`config.mk`:
```
export PLATFORM = sky130hd
export DESIGN_NAME = instr_fetch_unit
export DESIGN_NICKNAME = d
export VERILOG_FILES = /design/src/rtl/proc_pkg.sv /design/src/rtl/ifu_fifo.sv /design/src/rtl/instr_fetch_unit.sv
export SDC_FILE = /design/constraint.sdc
export NUM_CORES = 1
export LEC_CHECK = 0
export CORE_MARGIN = 2
export CORE_UTILIZATION = 50
export CTS_BUF_LIST = sky130_fd_sc_hd__clkbuf_2 sky130_fd_sc_hd__clkbuf_4 sky130_fd_sc_hd__clkbuf_8
export CTS_CLUSTER_SIZE = 30
export DETAILED_ROUTE_END_ITERATION = 16
export PLACE_DENSITY = 0.87
export SKIP_LAST_GASP = 1
export SYNTH_ARGS = -nofsm -noshare
export SYNTH_HDL_FRONTEND = slang
export SYNTH_SLANG_ARGS = --single-unit
export TNS_END_PERCENT = 100
```
`constraint.sdc`:
```
create_clock -name CLK -period 3.8 [get_ports CLK]
set_input_delay 0.95 -clock CLK [delete_from_list [all_inputs] [get_ports CLK]]
set_output_delay 0.95 -clock CLK [all_outputs]
set_load 0.02 [all_outputs]
```
`src/rtl/proc_pkg.sv`:
```
// Shared processor-pipeline types: data widths, fetch-unit FSM states and prefetch FIFO entry.
package proc_pkg;

   localparam int INSTR_W = 32;
   localparam int PC_W    = 32;

   typedef enum logic [1:0] {IDLE, WAIT, SQUASH} ifu_state_t;

   // Decode view of an instruction word: opcode [31:27], func [26:23].
   typedef struct packed {
      logic [4:0]  opcode;
      logic [3:0]  func;
      logic [22:0] rest;
   } instr_fields_t;

   typedef struct packed {
      logic [PC_W-1:0]    pc;
      logic [INSTR_W-1:0] instr;
   } fetch_entry_t;

endpackage

```
`src/rtl/ifu_fifo.sv`:
```
// Prefetch FIFO for the fetch unit: DEPTH x fetch_entry_t, synchronous flush, combinational head.
module ifu_fifo
   import proc_pkg::*;
#(
   parameter int  DEPTH = 4,
   localparam int PTR_W = $clog2(DEPTH),
   localparam int CNT_W = PTR_W + 1
) (
   input  logic             clk_i,
   input  logic             rst_i,
   input  logic             flush_i,
   input  logic             push_i,
   input  logic             pop_i,
   input  fetch_entry_t     data_i,
   output fetch_entry_t     head_o,
   output logic [CNT_W-1:0] count_o,
   output logic             empty_o
);

   fetch_entry_t     mem_q [DEPTH];
   logic [PTR_W-1:0] wr_ptr_q;
   logic [PTR_W-1:0] rd_ptr_q;
   logic [CNT_W-1:0] count_q;
   logic             full;

   assign full    = (count_q == CNT_W'(DEPTH));
   assign empty_o = (count_q == '0);
   assign count_o = count_q;
   assign head_o  = mem_q[rd_ptr_q];

   // NOTE: storage is not reset; an entry is only visible once count_q says it was written.
   always_ff @(posedge clk_i) begin
      if (push_i) mem_q[wr_ptr_q] <= data_i;
   end

   // Pointers are exactly log2(DEPTH) wide, so they wrap modulo DEPTH on their own.
   always_ff @(posedge clk_i) begin
      if (rst_i || flush_i) begin
         wr_ptr_q <= '0;
         rd_ptr_q <= '0;
         count_q  <= '0;
      end else begin
         assert (!(pop_i && empty_o));
         assert (!(push_i && full));
         // NOTE: non-blocking so every register samples pre-edge values regardless of statement order.
         if (push_i) wr_ptr_q <= wr_ptr_q + PTR_W'(1);
         if (pop_i)  rd_ptr_q <= rd_ptr_q + PTR_W'(1);
         if (push_i && !pop_i)      count_q <= count_q + CNT_W'(1);
         else if (pop_i && !push_i) count_q <= count_q - CNT_W'(1);
      end
   end

endmodule

```
`src/rtl/instr_fetch_unit.sv`:
```
// Instruction fetch unit: PC and request FSM in front of a prefetch FIFO feeding decode via valid/ready.
// Define IFU_PERF_EN to add the perf_fetched / perf_stall counter outputs.
module instr_fetch_unit
   import proc_pkg::*;
#(
   parameter int              DEPTH   = 4,
   parameter logic [PC_W-1:0] PC_STEP = 32'd4
) (
   input  logic               CLK,
   input  logic               RESET,
   input  logic [PC_W-1:0]    startPC,
   output logic               mem_req,
   output logic [PC_W-1:0]    mem_addr,
   input  logic               mem_ack,
   input  logic [INSTR_W-1:0] mem_rdata,
   input  logic               redirect_valid,
   input  logic [PC_W-1:0]    redirect_pc,
`ifdef IFU_PERF_EN
   output logic [31:0]        perf_fetched,
   output logic [31:0]        perf_stall,
`endif
   output logic               instr_valid,
   input  logic               instr_ready,
   output logic [INSTR_W-1:0] instr_out,
   output logic [PC_W-1:0]    instr_pc
);

   localparam int CNT_W = $clog2(DEPTH) + 1;

   ifu_state_t       state_q;
   logic [PC_W-1:0]  fetch_pc_q;
   logic [PC_W-1:0]  mem_addr_q;
   logic             mem_req_q;
   logic             push;
   logic             pop;
   logic             credit;
   logic             fifo_empty;
   logic [CNT_W-1:0] fifo_count;
   fetch_entry_t     push_entry;
   fetch_entry_t     head;

   // Credit looks only at the current count: a pop this cycle frees a slot for the next request, not this one.
   assign credit     = (fifo_count < CNT_W'(DEPTH));
   assign push       = (state_q == WAIT) && mem_ack && !redirect_valid;
   assign pop        = instr_valid && instr_ready && !redirect_valid;
   assign push_entry = '{pc: mem_addr_q, instr: mem_rdata};

   ifu_fifo #(.DEPTH(DEPTH)) u_fifo (
      .clk_i   (CLK),
      .rst_i   (RESET),
      .flush_i (redirect_valid),
      .push_i  (push),
      .pop_i   (pop),
      .data_i  (push_entry),
      .head_o  (head),
      .count_o (fifo_count),
      .empty_o (fifo_empty)
   );

   always_ff @(posedge CLK) begin
      if (RESET) begin
         state_q    <= IDLE;
         fetch_pc_q <= startPC;
         mem_addr_q <= '0;
         mem_req_q  <= 1'b0;
      end else begin
         case (state_q)
            IDLE: begin
               if (redirect_valid) begin
                  fetch_pc_q <= redirect_pc;
               end else if (credit) begin
                  state_q    <= WAIT;
                  mem_req_q  <= 1'b1;
                  mem_addr_q <= fetch_pc_q;
               end
            end
            WAIT: begin
               if (mem_ack) begin
                  state_q    <= IDLE;
                  mem_req_q  <= 1'b0;
                  fetch_pc_q <= redirect_valid ? redirect_pc : fetch_pc_q + PC_STEP;
               end else if (redirect_valid) begin
                  state_q    <= SQUASH;
                  fetch_pc_q <= redirect_pc;
               end
            end
            SQUASH: begin
               // The stale request must still complete its handshake; only its data is discarded.
               if (redirect_valid) fetch_pc_q <= redirect_pc;
               if (mem_ack) begin
                  state_q   <= IDLE;
                  mem_req_q <= 1'b0;
               end
            end
            default: begin
               state_q   <= IDLE;
               mem_req_q <= 1'b0;
            end
         endcase
      end
   end

   assign mem_req     = mem_req_q;
   assign mem_addr    = mem_addr_q;
   assign instr_valid = !fifo_empty;
   assign instr_out   = fifo_empty ? '0 : head.instr;
   assign instr_pc    = fifo_empty ? '0 : head.pc;

`ifdef IFU_PERF_EN
   logic [31:0] perf_fetched_q;
   logic [31:0] perf_stall_q;

   always_ff @(posedge CLK) begin
      if (RESET) begin
         perf_fetched_q <= '0;
         perf_stall_q   <= '0;
      end else begin
         if (push)                        perf_fetched_q <= perf_fetched_q + 32'd1;
         if (instr_ready && !instr_valid) perf_stall_q   <= perf_stall_q + 32'd1;
      end
   end

   assign perf_fetched = perf_fetched_q;
   assign perf_stall   = perf_stall_q;
`endif

endmodule
```
==> metrics <==
result of the run=finished, final reports clean; worst IR drop on VDD=0.000225 V; n_diodes=0; DRC viols=0; CTS H-tree lvls=2; critical hold path startpoint=mem_req; most used cells in the layout excluding fill and tap cells=sky130_fd_sc_hd__edfxtp_1 (288), sky130_fd_sc_hd__clkdlybuf4s50_1 (196), sky130_fd_sc_hd__nand2_1 (108); instance count of the mapped netlist=880; initial core utilization=51.0%; final hold violations=0; sum of net half-perimeters after detailed placement=between 15,000 and 20,000 µm; reg-to-reg slack, setup=~1.1 ns; combinational fraction of design power=9.1%; number of iterations in the first detailed-routing pass=5; CP startpoint kind=flop; Crit path buffers/inverters=2; count of routing violations after the opening detailed-route iteration=between 600 and 700; Final min period=3.56 ns; Compound-Gate Fraction of Synth Area=3.96%; flop and latch count out of synthesis=332; class of the tightest hold or removal check=reg2reg; Final ANT Viol Nets=0; area of the core=27,000 µm²; switching portion of total power=a little under a quarter; final critical-path share of the clock period=93.7%; Clk network pwr share=between 30% and 40%; top flip-flop cell by instance count after synthesis=sky130_fd_sc_hd__edfxtp_1; full die area=roughly 29,000 µm²; I/O pin total=between 150 and 200; slowest stage delay, CP=0.56 ns; CTS tree=built; mux share of post-synthesis cell area=11.6%; Synth warnings=0; maximum frequency from static timing analysis=0.281 GHz; internal power=0.00601 W; sequence of cells on the critical path=buf_12 > mux4_2 > and2_1 > clkdlybuf4s50_1; clock latency on the worst-skew pair=0.56 ns; growth of design area from synthesis to finish=25.6%; buffers from clock root to sink, at most=3; Routed WL=30,100 µm; wire per inst=about 20 µm; global route overflow=0; fraction of the mapped netlist area in adder cells=0.964%; proportion of synthesized flip-flops having asynchronous set or reset=0%; Worst Hold Depth=2; via density per instance=5.58; total negative slack=0 ns; CP delay by family, top=buffers and inverters; Synth Area in XOR/XNOR=1.66%; # port buffers=198; power density cells=451 nW/µm²; hold worst-path end=mem_req; max-slew headroom at the worst pin=between 20 and 30%; clock root buffer=sky130_fd_sc_hd__clkbuf_8; antenna violations before repair=1; P_leak=5.71 nW; CTS buffer count=51; number of enable flip-flop cells after synthesis=288; vias=between 8,000 and 9,000; Worst setup EP type=primary output; met1 wire length=12,400 µm; CTS sink count=around 330; first-pass GRT wire length=roughly 46,000 µm; sum of met2 wire segment lengths after detailed routing=14,900 µm; cell type of the slowest stage on the worst timing path=sky130_fd_sc_hd__dfxtp_4; arrival time at the worst endpoint=2.61 ns; combinational family with the most area after synthesis=multiplexers; Worst-Margin Slew=about 1.1 ns; Cell Count Post-Placement=1,394; pin count of the biggest net entering global routing=46; portion of the post-synthesis area used by sequential elements=between 60% and 70%; average footprint of a synthesized cell=15.6 µm²; fill count=1,883; most common cell after layout, fill and taps aside=sky130_fd_sc_hd__edfxtp_1; Synth Net Count=991; number of buffers inserted by hold repair at cts=0; number of global-route vias before repair=approximately 8,500; post-route clock skew=0.0201 ns; Post-Synthesis Cell Area=between 10,000 and 15,000 µm²; Final Net Count=~1,200; Global Route Usage Sum=about a fifth; number of unique standard cell types used by synthesis=47; max-capacitance violation count=0; launch instance of the worst register-to-register path=u_fifo.count_o[0]; portion of total power attributed to sequential cells=a little over half; chip height=170 µm; Setup Crit Path Kind=reg2out; number of max-slew violations in the final report=0; width of the die=170 µm; required time reported for the critical path endpoint=2.85 ns; final-report setup violation count=0; metal3 WL=2270 µm; Clock transition at path regs=0.06 ns; Post-Synth Simple-Gate Area=10.6%; CP Max Fanout=18; standard-cell row count=60; FF-to-FF End=u_fifo.count_o[2]; share of cells above drive strength 1=17.5%; P_sw=~0.0018 W; setup repair after global routing missed its margin=no; R2R cell count=10; final estimated routing congestion in global placement=0.899; top sig layer=met5; non-filler cells, final=1,487
==> cells by family after synthesis <==
| kind of cell | count (synthesis) |
|---|---|
| xor gates and xnor gates | 26 |
| buffers and inverters | 60 |
| AOI/OAI and AO/OA | 97 |
| muxes | 79 |
| DFF | 332 |
| adders and majority gates | 10 |
| and+or+nand+nor | 276 |
==> per-layer routing <==
layer,global-route usage [%],vias to the layer above
li1,-,3808
met1,27.7,4096
met2,35.8,350
met3,4.60,44
met4,5.31,2
met5,0,-
==> stage by stage <==
stage | worst slack, ns | total power [W] | instance area [µm²] | utilization, % | hold slack (ns)
2_1_floorplan | 0.0842 | 0.00462 | 13800 | - | 0.449
3_3_place_gp | 0.570 | 0.00497 | 16200 | 60.2 | 0.465
3_5_place_dp | 0.525 | 0.00500 | 16200 | 60.2 | 0.500
4_1_cts | 0.0260 | 0.00786 | 17200 | 64.0 | 0.510
5_1_grt | 0.0923 | 0.00810 | 17300 | 64.1 | 0.534
6_report | 0.239 | 0.00779 | 17300 | 64.1 | 0.520
==> flip-flops by register name, summed over array words and instances, names as in the netlist, named ones only <==
| signal | count |
|---|---|
| u_fifo.mem_q | 256 |
| u_fifo.wr_ptr_q | 2 |
| u_fifo.count_o | 3 |
| mem_req | 1 |
| mem_addr | 32 |
| state_q | 2 |
| fetch_pc_q | 32 |
| u_fifo.rd_ptr_q | 2 |
==> power by group through the flow <==
| stage | logic, W | clock network (W) | registers [W] |
|---|---|---|---|
| floorplan | 0.000336 | 0 | 0.00429 |
| global placement | 0.000688 | 0 | 0.00429 |
| detailed placement | 0.000703 | 0 | 0.00429 |
| CTS | 0.000708 | 0.00293 | 0.00422 |
| global route | 0.000765 | 0.00310 | 0.00423 |
| finish | 0.000707 | 0.00287 | 0.00422 |
==> how the worst max path moves through the flow <==
stage / start / to / slack [ns] / cells after the start
final: flop / instr_pc[23] / 0.24 / 4
after detailed placement: mem_ack / fetch_pc_q[25] / 0.53 / 7
after global placement: mem_ack / fetch_pc_q[25] / 0.57 / 7
after floorplan: redirect_valid / u_fifo.mem_q[1][0] / 0.08 / 3
after CTS: flop / instr_pc[6] / 0.03 / 4
after global routing: flop / instr_out[26] / 0.09 / 4
==> cell usage after synthesis (all sizes together), types with 5 or more instances <==
| master | n | share of area (%) |
|---|---|---|
| inv | 10 | 0.27 |
| buf | 15 | 0.69 |
| a21oi | 51 | 1.9 |
| and3 | 5 | 0.24 |
| and2 | 73 | 3.3 |
| nand2 | 108 | 2.9 |
| nor2 | 24 | 0.65 |
| nor3b | 5 | 0.27 |
| dfxtp | 44 | 6.4 |
| clkbuf | 34 | 0.93 |
| nand3 | 11 | 0.40 |
| xor2 | 16 | 1.0 |
| mux2 | 5 | 0.41 |
| ha | 9 | 0.82 |
| mux4 | 64 | 10 |
| o221ai | 5 | 0.36 |
| nor3 | 13 | 0.55 |
| edfxtp | 288 | 63 |
| xnor2 | 10 | 0.64 |
| nand4 | 17 | 0.88 |
| mux2i | 10 | 0.73 |
| a22oi | 10 | 0.55 |
| o21ai | 26 | 0.95 |
==> tightest hold or removal path, cell delays in order, from the launching register on <==
cell	delay, ns
sky130_fd_sc_hd__dfxtp_1	0.31
sky130_fd_sc_hd__a21oi_1	0.11
sky130_fd_sc_hd__nor3_1	0.05
==> repair_timing <==
action | in CTS | in global routing
hold endpoints to repair | 0 | 0
endpoints found under the setup margin | 0 | 38
gates resized for setup | 0 | 1
buffers inserted | 0 | 1
==> area by class of cell <==
class,instances,area [µm²],area share [%]
Clock buffer,78,942,5.45
Clock inverter,14,68.8,0.398
Inverter,10,37.5,0.217
Multi-Input combinational cell,488,3980,23.0
Sequential cell,332,9540,55.2
Tap cell,341,427,2.47
Timing Repair Buffer,224,2290,13.2
(Power assumes the default switching activity.)
